$ cat src/rtl/filter_decimator.sv
// Averages groups of 2**DECIM_LOG2 input samples into one 8-bit result.
// Results go through a first-word-fall-through FIFO; if the FIFO is full the result is dropped and overflow sets.
module filter_decimator #(
    parameter int DECIM_LOG2 = 2,
    parameter int FIFO_LOG2  = 2
) (
    input  logic                 CLK,
    input  logic                 RST,
    input  logic                 in_valid,
    input  logic [7:0]           in_data,
    output logic                 out_valid,
    input  logic                 out_ready,
    output logic [7:0]           out_data,
    output logic [FIFO_LOG2:0]   fifo_level,
    output logic                 overflow,
    input  logic                 clear_ovf
);
    localparam int AW    = 8 + DECIM_LOG2;
    localparam int DEPTH = 1 << FIFO_LOG2;
    localparam logic [FIFO_LOG2:0] LVL_ONE = 1;

    logic [AW-1:0]         acc;
    logic [AW-1:0]         sum;
    logic [DECIM_LOG2-1:0] cnt;
    logic [7:0]            result;
    logic                  push;
    logic                  pop;
    logic                  full;
    logic                  push_ok;
    logic [7:0]            mem [DEPTH];
    logic [FIFO_LOG2-1:0]  wr_ptr;
    logic [FIFO_LOG2-1:0]  rd_ptr;
    logic [FIFO_LOG2-1:0]  nxt_rd;

    always_comb begin
        sum     = acc + {{DECIM_LOG2{1'b0}}, in_data};
        result  = sum[AW-1:DECIM_LOG2];
        push    = in_valid & (&cnt);
        pop     = out_valid & out_ready;
        full    = fifo_level[FIFO_LOG2];
        // A pop in the same cycle frees the slot the push needs.
        push_ok = push & (~full | pop);
        nxt_rd  = rd_ptr + 1'b1;
    end

    assign out_valid = (fifo_level != '0);

    always_ff @(posedge CLK or posedge RST) begin
        if (RST) begin
            acc <= '0;
            cnt <= '0;
        end else if (in_valid) begin
            if (&cnt) begin
                acc <= '0;
                cnt <= '0;
            end else begin
                acc <= sum;
                cnt <= cnt + 1'b1;
            end
        end
    end

    always_ff @(posedge CLK) begin
        if (push_ok) begin
            mem[wr_ptr] <= result;
        end
    end

    always_ff @(posedge CLK or posedge RST) begin
        if (RST) begin
            wr_ptr     <= '0;
            rd_ptr     <= '0;
            fifo_level <= '0;
            out_data   <= '0;
            overflow   <= 1'b0;
        end else begin
            if (push_ok) begin
                wr_ptr <= wr_ptr + 1'b1;
            end
            if (pop) begin
                rd_ptr <= nxt_rd;
            end
            case ({push_ok, pop})
                2'b10:   fifo_level <= fifo_level + 1'b1;
                2'b01:   fifo_level <= fifo_level - 1'b1;
                default: fifo_level <= fifo_level;
            endcase
            // Head register: bypass the new result when it becomes the head.
            if (push_ok && (fifo_level == '0 || (pop && fifo_level == LVL_ONE))) begin
                out_data <= result;
            end else if (pop && fifo_level > LVL_ONE) begin
                out_data <= mem[nxt_rd];
            end
            if (push && !push_ok) begin
                overflow <= 1'b1;
            end else if (clear_ovf) begin
                overflow <= 1'b0;
            end
        end
    end
endmodule
$ cat config.mk
export PLATFORM = sky130hd
export DESIGN_NAME = filter_decimator
export DESIGN_NICKNAME = d
export VERILOG_FILES = /design/src/rtl/filter_decimator.sv
export SDC_FILE = /design/constraint.sdc
export NUM_CORES = 1
export LEC_CHECK = 0
export CORE_UTILIZATION = 30
export DETAILED_ROUTE_END_ITERATION = 8
export PLACE_DENSITY = 0.46
export RECOVER_POWER = 50
export SLEW_MARGIN = 20
export SYNTH_ARGS = -nofsm -noshare
export SYNTH_HDL_FRONTEND = slang
export SYNTH_SLANG_ARGS = --single-unit
export TNS_END_PERCENT = 100
$ cat constraint.sdc
create_clock -name CLK -period 2.2 [get_ports CLK]
set_input_delay 0.66 -clock CLK [delete_from_list [all_inputs] [get_ports CLK]]
set_output_delay 0.66 -clock CLK [all_outputs]
set_load 0.01 [all_outputs]
After elaboration in Yosys (flattened, before gate mapping):

Memories as Yosys holds them, arrays and structs flattened.
Cells that the tools add are included.

* div/mod/pow operators: 0
* add/sub/neg operators: 6
* reductions and logical operators: 12
* magnitude comparators: 1
* multipliers: 0
* multiplexer cells: 9
* bitwise logic cells: 5
* eq/ne operators: 3
* shift operators: 0

Operators with widths (number)
* $mux W8: 2
* $add A10 B8 Y10: 1
* $mux W10: 1
* $add A2 B1 Y2 const B: 3
* $pmux W3 S2: 1
* $reduce_bool A2 Y1: 3
* $logic_and A1 B1 Y1: 4
* $mux W1: 4
* $add A3 B1 Y3 const B: 1
* $and A1 B1 Y1: 3
* $eq A3 B1 Y1 const B: 1
* $gt A3 B1 Y1 const B: 1
* $logic_not A3 Y1: 1
* $reduce_bool A3 Y1: 1
* $sub A3 B1 Y3 const B: 1
* $eq A2 B1 Y1 const B: 1
* $eq A2 B2 Y1 const B: 1
* $mux W2: 1
* $reduce_and A2 Y1: 1
* $logic_not A1 Y1: 1
* $logic_or A1 B1 Y1: 1
* $not A1 Y1: 1
* $or A1 B1 Y1: 1

* memories kept: 1
* bits in writable memories: 32
* input bits: 13
* register bits: 28
* output and inout port bits: 13
* memory bits (read-only): 0
* latch bits: 0
* word-level logic and storage cells: 44

Memories
* mem: words 4, bits a word 8, rd ports 1, clocked after memory_dff 0, wr ports 1, RTL line 30 `logic [7:0] mem [DEPTH];`

Longest topological paths before layout:

* depth in word-level cells: 7
* depth in mapped cells: 9
* mapped depth without buffers: 8

Least setup slack after synthesis:

Ideal clock, no wire load.

* path kind: input port to flip-flop
* from: in in_data[0]
* to: reg out_data[6]
* arrival: 2.259 ns
* setup time: 0.104 ns
* stages on the path: 7
* path slack: -0.163 ns
* data required time: 2.096 ns
* buffers on the path: 0
* cells stage by stage: ha_1 fa_1 a211oi_1 o21ai_0 o31ai_1 a41oi_1 a221oi_1

* longest elaborated chain between the ends: 2

Ends and longest elaborated chain
* from (decl): RTL line 10 `input logic [7:0] in_data,`
* $add A10 B8 Y10: RTL line 36 `sum = acc + {{DECIM_LOG2{1'b0}}, in_data};`
* $mux W8: RTL line 89 `if (push_ok && (fifo_level == '0 || (pop && fifo_level == LVL_ONE))) begin`
* to (signal assigned): RTL line 90 `out_data <= result;`
* to (signal assigned): RTL line 92 `out_data <= mem[nxt_rd];`
* to (decl): RTL line 13 `output logic [7:0] out_data,`

Every way passes these cells.
A chain may end at the register's enable or synchronous reset.

Worst setup path in the final report:

* from: in in_data[1]
* to: reg out_data[7]

* longest elaborated chain between the ends: 2

Ends and longest elaborated chain
* $add A10 B8 Y10: RTL line 36
* net sum[9]: RTL line 23 `logic [AW-1:0] sum;`
* $mux W8: RTL line 89

The timed path passes the listed nets, and every way through them passes these cells.

==> results.md <==
- Final net count: 329
- Grt total ovfl: 0
- Vias: 1,920
- Switching power: 2040 µW
- IO buf count: 25
- Mapped Cells: 218
- # setup viols final: 0
- Worst Tran Pin Value: 0.757 ns
- Unrepaired setup endpoints after global routing: true
- Synthesized net count: 250
- R2R depth: 7
- Seq/Total Area, Yosys: 0.573
- Synth warnings: 0
- Die width: 100 µm
- Clk buf depth: 2
- Clock power frac: 0.191
- Sw Ratio: 0.338
- Number of hold violations in the final report: 0
- Worst slew margin: 0.495
- Min Tclk post-route: approximately 2.1 ns
- Final period utilization: 0.970
- Vias in the first global route: just over 2,000
- All-Layer GR Usage: 0.136
- Area delta synth->final: 42.9%
- Skew final: 0.00814 ns
- Critical path launch point type: primary input
- Arr. time, crit path: between 2 and 2.5 ns
- Int Power: 4010 µW
- Lkg Pwr: 0.00172 µW
- First-pass GRT wire length: 10,100 µm
- Final slew viol count: 0
- R2R Setup Slk: roughly 0.11 ns
- Total power: 6060 µW
- Worst VDD drop: 0.000453 V
- Worst r2r src: acc[0]$_DFFE_PP0P_
- Netlist Area Pre-Place: just under 0.003 mm²
- Final antenna-violating net count: 0
- Power share of the combinational group: 0.493
- Crit path kind: primary input to register
- Initial Util: 0.312
- Pin count of the biggest net entering global routing: 29
- Initial antenna violation count: 0
- Worst-Skew Late Latency: 0.33 ns
- Max Cap Viol: 0
- Synth cell types: 42
- Num CTS Buffers: 9
- Synthesis-stage register bit count: 60
- Die Span Y: 100 µm
- Outcome: completed
- CTS clk-pin slew, worst paths: 0.07 ns
- Worst min path class: register to register
- DRT iter0 DRCs: between 70 and 80
- Die area: 0.0101 mm²
- Crit Path Max Fanout: 4
- Routed wire length per instance: 14.4 µm
- DRT Pass-1 Iters: 6
- Detail Placement HPWL: 4370 µm
- Io pins: 26
- DRC viols: 0
- Ant diodes: 0
- H-tree Lvls: 3
- Number of hold buffers added after CTS: 0
- Share of cells above drive strength 1: 0.331
- Drt via density: 4.45
- Final wirelength: 6230 µm
- RePlAce Congestion: 0.712
- DP Cell Count: just over 400
- Mean Syn Cell Area: between 10 and 15 µm²
- Non-Filler Instances: 431
- Layout fillers: 884
- Flop pwr share: 0.315
- Fmax: 0.469 GHz
- Worst r2r dst: out_data[6]$_DFFE_PP0P_
- Power Density: 1460 mW/mm²
- Num Clock Sinks: 60
- CP endpoint: out_data[7]$_DFFE_PP0P_
- Hold_sp: cnt[0]$_DFFE_PP0P_
- Final instance area: 0.00414 mm²
- Setup TNS: 0 ns
- Core ar.: between 0.009 and 0.01 mm²
- Floorplan row count: 35
- Root buf cell: clkbuf_8
- CTS tree: built
- Critical Path Sink Type: register
- Crit. Startpoint: in_data[1]
- Critical Path RT: roughly 2.4 ns
- Placed Area: 0.00368 mm²
==> sequential cells by signal, summed over array words and instances, names as in the netlist <==
register / count
acc: 10
wr_ptr: 2
fifo_level: 3
out_data: 8
cnt: 2
rd_ptr: 2
mem: 32
overflow: 1
==> Yosys cell counts (all sizes together) <==
master | instances | area [µm²]
edfxtp | 32 | 961
dfrtp | 28 | 701
inv | 26 | 97.6
ha | 18 | 225
o22ai | 10 | 62.6
mux4 | 8 | 180
nand2 | 8 | 32.5
nor2 | 7 | 26.3
o21ai | 7 | 38.8
a21oi | 6 | 30.0
and2 | 6 | 40.0
xnor2 | 6 | 52.6
xor2 | 6 | 52.6
clkbuf | 5 | 18.8
nor2b | 5 | 31.3
a21o | 4 | 30.0
mux2i | 4 | 40.0
nand2b | 4 | 25.0
a211oi | 3 | 22.5
a221o | 3 | 30.0
a221oi | 3 | 26.3
buf | 2 | 16.3
nand3b | 2 | 15.0
o211ai | 2 | 15.0
a22oi | 1 | 7.51
a2bb2oi | 1 | 15.0
a311o | 1 | 10.0
a41oi | 1 | 8.76
fa | 1 | 20.0
mux2 | 1 | 11.3
nand3 | 1 | 5.00
nand4 | 1 | 6.26
nor3 | 1 | 5.00
o221a | 1 | 11.3
o311ai | 1 | 8.76
o31ai | 1 | 7.51
or3 | 1 | 11.3
==> cell families (layout without fill, tap and decap cells) <==
group,count (synthesis),after routing,synth area share
simple gates,36,36,0.0682
fa+ha+maj,19,19,0.0846
flops,60,60,0.573
buf+inv,33,117,0.0458
xor+xnor,12,12,0.0363
mux,13,13,0.0799
compound gates,45,45,0.112
==> layer usage <==
layer,track usage,part of all wire,vias to the layer above
met1,0.167,0.46,933
met4,0.0435,0.012,0
met3,0.0446,0.027,9
li1,-,-,953
met2,0.227,0.50,25
met5,0,0,-
==> worst min-delay path by stage <==
stage                                     to  depth (start not counted)  slack, ns
after CTS                 cnt[0]$_DFFE_PP0P_                          1       0.49
after floorplan           cnt[0]$_DFFE_PP0P_                          1       0.46
after global routing      cnt[0]$_DFFE_PP0P_                          1       0.51
final                     cnt[0]$_DFFE_PP0P_                          1       0.49
after detailed placement  cnt[0]$_DFFE_PP0P_                          1       0.48
after global placement    cnt[0]$_DFFE_PP0P_                          1       0.47
==> through the flow <==
stage / worst slack [ns] / hold slack (ns) / utilization
floorplan: 0.00440 / 0.457 / -
global placement: -0.610 / 0.469 / 0.396
detailed placement: -0.646 / 0.478 / 0.396
CTS: -0.00505 / 0.489 / 0.431
global route: -0.0316 / 0.511 / 0.446
finish: 0.0660 / 0.486 / 0.446
==> critical path: stages <==
cell	delay, ns
clkdlybuf4s15_1	0.18
ha_1	0.29
a211oi_1	0.23
buf_4	0.17
o21ai_4	0.06
buf_6	0.13
a2bb2oi_4	0.21
xnor2_4	0.12
o221a_2	0.29
==> layout by cell type, fill, tap and decap left out, drive strengths merged, types with 6 or more instances in the layout <==
| cell type | instances |
|---|---|
| o22ai | 10 |
| clkbuf | 18 |
| inv | 26 |
| nand2 | 8 |
| o21ai | 7 |
| xnor2 | 6 |
| a21oi | 6 |
| ha | 18 |
| edfxtp | 32 |
| buf | 43 |
| dfrtp | 28 |
| nor2 | 7 |
| xor2 | 6 |
| mux4 | 8 |
| and2 | 6 |
| dlygate4sd3 | 11 |
==> cell type report <==
class	count	area, µm²	area share
Clock buffer	10	128	0.0308
Clock inverter	6	103	0.0248
Inverter	26	97.6	0.0236
Multi-Input combinational cell	125	1320	0.318
Sequential cell	60	1660	0.401
Tap cell	129	161	0.0390
Timing Repair Buffer	75	672	0.162
==> power groups by stage <==
stage / sequential (µW) / clock [µW] / combinational (µW)
finish: 1910 / 1160 / 2990
global route: 1960 / 1230 / 3340
CTS: 1890 / 1200 / 2840
detailed placement: 1910 / 0 / 2620
global placement: 1910 / 0 / 2610
floorplan: 1880 / 0 / 1480
==> what timing repair did <==
item / 4_1_cts / 5_1_grt
gates resized for setup: 18 / 24
endpoints found under the setup margin: 38 / 20
setup buffers: 3 / 3
pin swaps: 11 / 19
Power figures use the tool's default switching activity.
